[config.mk]
export PLATFORM = sky130hd
export DESIGN_NAME = updn_counter_mod
export DESIGN_NICKNAME = d
export VERILOG_FILES = /design/src/rtl/updn_counter_pkg.sv /design/src/rtl/updn_next_calc.sv /design/src/rtl/updn_counter_mod.sv
export SDC_FILE = /design/constraint.sdc
export NUM_CORES = 1
export LEC_CHECK = 0
export ABC_AREA = 1
export CAP_MARGIN = 10
export CORE_ASPECT_RATIO = 0.9
export CORE_UTILIZATION = 40
export DETAILED_ROUTE_END_ITERATION = 12
export GPL_TIMING_DRIVEN = 1
export PLACE_DENSITY = 0.68
export SYNTH_ARGS = -nofsm -noshare
export SYNTH_HDL_FRONTEND = slang
export SYNTH_SLANG_ARGS = --single-unit
[constraint.sdc]
create_clock -name CLK -period 2.61 [get_ports CLK]
set_input_delay 0.261 -clock CLK [delete_from_list [all_inputs] [get_ports CLK]]
set_output_delay 0.261 -clock CLK [all_outputs]
set_load 0.02 [all_outputs]
[src/rtl/updn_counter_pkg.sv]
// rtl/updn_counter_pkg.sv - shared end-of-count mode definitions for the up/down counter
package updn_counter_pkg;

    typedef logic [1:0] mode_t;

    localparam mode_t MODE_WRAP    = 2'b00;
    localparam mode_t MODE_SAT     = 2'b01;
    localparam mode_t MODE_ONESHOT = 2'b10;

endpackage

[src/rtl/updn_next_calc.sv]
// rtl/updn_next_calc.sv - combinational next-count, terminal and carry calculation
module updn_next_calc
    import updn_counter_pkg::*;
#(
    parameter int WIDTH = 4
) (
    input  logic [WIDTH-1:0] q,
    input  logic [WIDTH-1:0] max,
    input  logic             up_dn,
    input  mode_t            mode,
    output logic [WIDTH-1:0] next_q,
    output logic             at_term,
    output logic             co_next
);

    localparam logic [WIDTH:0] ONE = (WIDTH+1)'(1);

    logic [WIDTH:0] q_ext;
    logic [WIDTH:0] max_ext;
    logic [WIDTH:0] inc;
    logic [WIDTH:0] dec;

    always_comb begin
        q_ext   = {1'b0, q};
        max_ext = {1'b0, max};
        inc     = q_ext + ONE;
        dec     = q_ext - ONE;
        // Up terminal is q >= max (q+1 > max); down terminal is the borrow out of q-1.
        at_term = up_dn ? dec[WIDTH] : (inc > max_ext);
        co_next = at_term;
        next_q  = q;
        if (!at_term) begin
            next_q = up_dn ? dec[WIDTH-1:0] : inc[WIDTH-1:0];
        end else if (mode != MODE_SAT && mode != MODE_ONESHOT) begin
            next_q = up_dn ? max : '0;
        end
    end

endmodule

[src/rtl/updn_counter_mod.sv]
// rtl/updn_counter_mod.sv - parametrised up/down counter with runtime modulus and cascade
module updn_counter_mod
    import updn_counter_pkg::*;
#(
    parameter int          WIDTH     = 4,
    parameter int unsigned RESET_VAL = 0
) (
    input  logic             CLK,
    input  logic             MR,
    input  logic             Load,
    input  logic             EN,
    input  logic             CI,
    input  logic             Up_Dn,
    input  mode_t            Mode,
    input  logic [WIDTH-1:0] D,
    input  logic [WIDTH-1:0] Max,
    output logic [WIDTH-1:0] Q,
    output logic             CO,
    output logic             TC,
    output logic             Done
);

    localparam logic [WIDTH-1:0] RST_Q = RESET_VAL[WIDTH-1:0];

    logic [WIDTH-1:0] next_q;
    logic [WIDTH-1:0] load_q;
    logic             at_term;
    logic             co_next;
    logic             hold;

    updn_next_calc #(.WIDTH(WIDTH)) u_next (
        .q       (Q),
        .max     (Max),
        .up_dn   (Up_Dn),
        .mode    (Mode),
        .next_q  (next_q),
        .at_term (at_term),
        .co_next (co_next)
    );

    assign load_q = (D > Max) ? Max : D;
    assign hold   = EN | ~CI | Done;
    // Combinational so the next stage steps on the same edge this one wraps.
    assign TC     = CI & ~EN & Load & ~Done & at_term;

    always_ff @(posedge CLK or posedge MR) begin
        if (MR) begin
            Q    <= RST_Q;
            CO   <= 1'b0;
            Done <= 1'b0;
        end else if (!Load) begin
            Q    <= load_q;
            CO   <= 1'b0;
            Done <= 1'b0;
        end else if (hold) begin
            CO   <= 1'b0;
        end else begin
            Q  <= next_q;
            CO <= co_next;
            if (at_term && Mode == MODE_ONESHOT) begin
                Done <= 1'b1;
            end
        end
    end

endmodule

# == Word level (Yosys, flattened, before mapping) ==
# Index checks and enable logic that the tools add are counted.
# totals
register_bits,6
inputBits,16
# op_classes
reduce_logical,4
addsub,2
n_bitwise,9
n_lt_le_gt_ge,2
eq_ne,6
n_mux,13
# op_table
op,n
4-bit two-way mux,7
1-bit two-way mux,6
4-bit by 1-bit adder with 5-bit output (second input constant),1
5-bit by 4-bit > comparator with 1-bit output,1
4-bit by 1-bit subtractor with 5-bit output (second input constant),1
1-bit AND,4
4-bit > comparator,1
2-bit by 1-bit inequality test with 1-bit output (second input constant),2
2-bit inequality test (second input constant),2
2-bit AND reduction,2
3-bit by 2-bit inequality test with 1-bit output (second input constant),1
1-bit inverter,3
2-bit == test (second input constant),1
1-bit logical AND,2
1-bit OR,2

# == Logic depth before layout (Yosys ltp) ==
# depth
word_depth,7
ltp_mapped,17
depth_no_buf,16

# == Hierarchy ==
# Synthesis repeated with hierarchy kept, for this count alone.
# unflattened
cells_unflattened,142
area_unflattened_um2,900.9
# by_module_without_submodules
module,area_each_um2,seq_area_each_um2,n_inst,cells_per_inst
updn_counter_mod,467.9,150.1,1,70
updn_next_calc,432.9,0.0,1,72

# == Least setup slack after synthesis ==
# No wires, ideal clock.
# synth_timing
path_kind,reg2out
startpoint,register Q[0]
endpoint,output port TC
path_slack_ns,0.408
path_stages_with_launch,10
arrival_time_ns,1.941
t_required_ns,2.349
cell_sequence,dfrtp_1 ha_1 xnor2_1 inv_1 ha_1 nand2_1 nor2_1 a21oi_2 nand2_4 a21boi_2
# synth_between
elab_chain_len,4
word_cells_on_any_way,5
cone_classes,2 x add/sub; 1 x order compare; 1 x mux; 1 x bitwise
# synth_lines
element,line,source
from (decl),updn_counter_mod.sv:17,"output logic [WIDTH-1:0] Q,"
from (signal assigned),updn_counter_mod.sv:52,Q <= load_q;
from (signal assigned),updn_counter_mod.sv:58,Q <= next_q;
4-bit by 1-bit adder with 5-bit output,updn_next_calc.sv:26,inc = q_ext + ONE;
5-bit by 4-bit > comparator with 1-bit output,updn_next_calc.sv:29,at_term = up_dn ? dec[WIDTH] : (inc > max_ext);
1-bit two-way mux *,updn_next_calc.sv:29,
1-bit AND *,updn_counter_mod.sv:44,assign TC = CI & ~EN & Load & ~Done & at_term;
to (decl),updn_counter_mod.sv:19,"output logic TC,"
# Every way passes the cells marked *; elsewhere a longest branch is shown, timed or not.

# == Worst setup path in the final report ==
# Ends and elaborated chain as after synthesis.

==> impl_metrics.json <==
{
  "antenna_cells": 0,
  "nFillCells": 204,
  "design_area_mm2": 0.00116,
  "maxCapViolCount": 0,
  "worstPathArrival_ns": 2.21,
  "die_area_mm2": 0.00234,
  "root_buffer": "clkbuf_4",
  "routed_wl_mm": 2.06,
  "synth-simple-area-share_pct": 40.8,
  "finalMaxSlewViolations": 0,
  "gr-usage-all-layers_pct": 19.8,
  "multiInputGateArea_um2": 598,
  "seq_area_um2": 150,
  "initial_utilization_pct": 43.7,
  "rows": 15,
  "num_io_pins": 23,
  "drcViolationCount": 0,
  "via_per_inst": 5.07,
  "finClkSkew_ns": 0.00166,
  "rsz0062_at_grt": "false",
  "synth_area_um2": 861,
  "synth_most_common_cell": "nand2_1",
  "post-synth-top-area-cell": "dfrtp_1",
  "synth_top_area_share_pct": 17.4,
  "max-clock-path-buffers": 2,
  "antenna_found_initial": 0,
  "ys_seq_area_share_pct": 17.4,
  "netlist_instances": 126,
  "area_delta_synth_final_pct": 35.2,
  "drive_above_1_share_pct": 14.7,
  "syn_area_per_cell_um2": 6.83,
  "setup_violations": 0,
  "fp.coreArea_mm2": 0.00197,
  "timing.final.ws_setup_ns": 0.142,
  "syn-num-nets": 153,
  "ys.flop_type": "dfrtp_1",
  "ir_drop_v": 0.000344,
  "fin_crit_ns": 2.47,
  "synth-seq-cells": 6,
  "min_period_over_period_pct": 94.6,
  "holdWs_ns": 0.228,
  "cts_made_buffers": 3,
  "synth.distinct_cells": 23,
  "yosys.area_share.adder_pct": 16.0,
  "status": "finished, final reports clean",
  "yosys_warnings": 0,
  "chipWidth_um": 50.9,
  "gp_congestion": 0.859,
  "worstPathCellList": "ha_1 -> xnor2_1 -> inv_1 -> ha_1 -> nand2_1 -> nor2_1 -> nand3_1 -> nand3_2 -> nand2_4 -> a21boi_2 -> clkbuf_2",
  "nets": 185,
  "p_leak_nw": 0.612,
  "vias": 917,
  "worst_slew_pin_slew_ns": 0.407,
  "worstSkewPairLatency_ns": 0.24,
  "antenna_left": 0,
  "end_kind": "output pin",
  "overflow": 0,
  "cp.required_ns": 2.35,
  "synth_common_cells": "nand2_1, inv_1, nand3_1",
  "die_h_um": 46.0,
  "cts_setup_buffers": 0,
  "cp-start-kind": "register",
  "crit_type": "reg -> out",
  "pre_cts_ws_ns": 0.0173,
  "final.setup.tns_ns": 0,
  "synth_enable_flop_cells": 0,
  "drt_iter0_drc": 18,
  "synthTopCellsByArea": "dfrtp_1, ha_1, nand2_1, inv_1, nand3_1",
  "grt_pass1_wl_mm": 3.39,
  "slowest_stage": "dfrtp_1",
  "power.density_mw_per_mm2": 599,
  "cts_tree": "done",
  "grt_max_degree": 10,
  "max_freq_ghz": 0.405,
  "crit_family": "adder cells",
  "cts_num_sinks": 6,
  "htreeDepth": 1,
  "grt_pass1_vias": 791,
  "relSlewSlack_pct": 72.8,
  "critPathMaxFanout": 3,
  "hpwl_mm": 1.74,
  "hold_class": "in -> async",
  "cp.buffers_inverters": 2,
  "io_buffer_count": 22,
  "synth_xor_area_share_pct": 2.03,
  "synth-compound-area-share_pct": 10.6,
  "synth_top_family_by_area": "simple AND/OR/NAND/NOR gates",
  "wl_per_cell_um": 11.4,
  "async_reset_ff_share_pct": 100,
  "path_common_cell": "ha_1",
  "firstDrtPassIters": 7,
  "timing.final.hold_violations": 0,
  "dpl-instance-area_mm2": 0.00115,
  "cpPeakStageDelay_ns": 0.39,
  "synthMuxAreaShare_pct": 0,
  "cts.reportedPaths.clkPinSlew_ns": 0.04
}
==> layout by cell type, fill, tap and decap left out, drive strengths merged <==
master         netlist  routed
nand3               19      19
nand2               36      36
a21boi               2       2
nand4                4       4
buf                  2       7
xor2                 1       1
ha                  11      11
a22o                 1       1
dfrtp                6       6
o21ai                5       5
o211ai               2       2
inv                 25      25
clkbuf               0       4
xnor2                1       1
a21oi                4       4
nor2                 7       7
clkdlybuf4s50        0      21
==> what timing repair did <==
action,CTS,global route
resized for setup,1,2
hold buffers,0,0
setup endpoints to repair,1,1
gates cloned,0,0
==> layer usage <==
metal  wire length [µm]  global-route usage (%)
met3                 86                    3.00
met1                952                    25.6
met4                  0                    6.67
met5                  0                       0
met2               1020                    33.7
==> per-stage QoR <==
| step | util [%] | instances | power, W |
|---|---|---|---|
| 4_1_cts | 59.2 | 181 | 0.000700 |
| 3_3_place_gp | 58.2 | 178 | 0.000602 |
| 2_1_floorplan | - | 126 | 0.000455 |
| 5_1_grt | 59.0 | 181 | 0.000767 |
| 6_report | 59.0 | 181 | 0.000698 |
| 3_5_place_dp | 58.2 | 178 | 0.000615 |
==> power by group <==
part           switching, W  internal [W]
clock network     0.0000291     0.0000517
registers         0.0000225      0.000112
logic              0.000276      0.000206
==> flip-flops by register name, indices dropped and copies added, names as in the netlist <==
name  flops
Done      1
Q         4
CO        1
==> worst paths after layout <==
kind / from / to / slack [ns] / depth (start not counted)
max in group asynchronous: MR / Done / 2.20 / 2
setup / recovery: Q[0] / TC / 0.14 / 11
setup reg to reg: Q[0] / Q[3] / 0.34 / 14
min in group CLK: Done / Done / 0.56 / 1
hold / removal: MR / Q[2] / 0.23 / 2
hold reg to reg: Done / Done / 0.56 / 1
==> logic make-up (layout without fill, tap and decap cells) <==
| family | Yosys count | in the layout |
|---|---|---|
| simple gates | 66 | 66 |
| flops | 6 | 6 |
| fa+ha+maj | 11 | 11 |
| compound gates | 14 | 14 |
| buf+inv | 27 | 57 |
| xor+xnor | 2 | 2 |
==> area by class of cell <==
cell class                      count  area share, %
Tap cell                           25           2.69
Timing Repair Buffer               29           23.0
Inverter                           25           8.06
Clock buffer                        3           1.94
Multi-Input combinational cell     93           51.4
Sequential cell                     6           12.9
No activity file was read; power rests on OpenSTA's default activity.
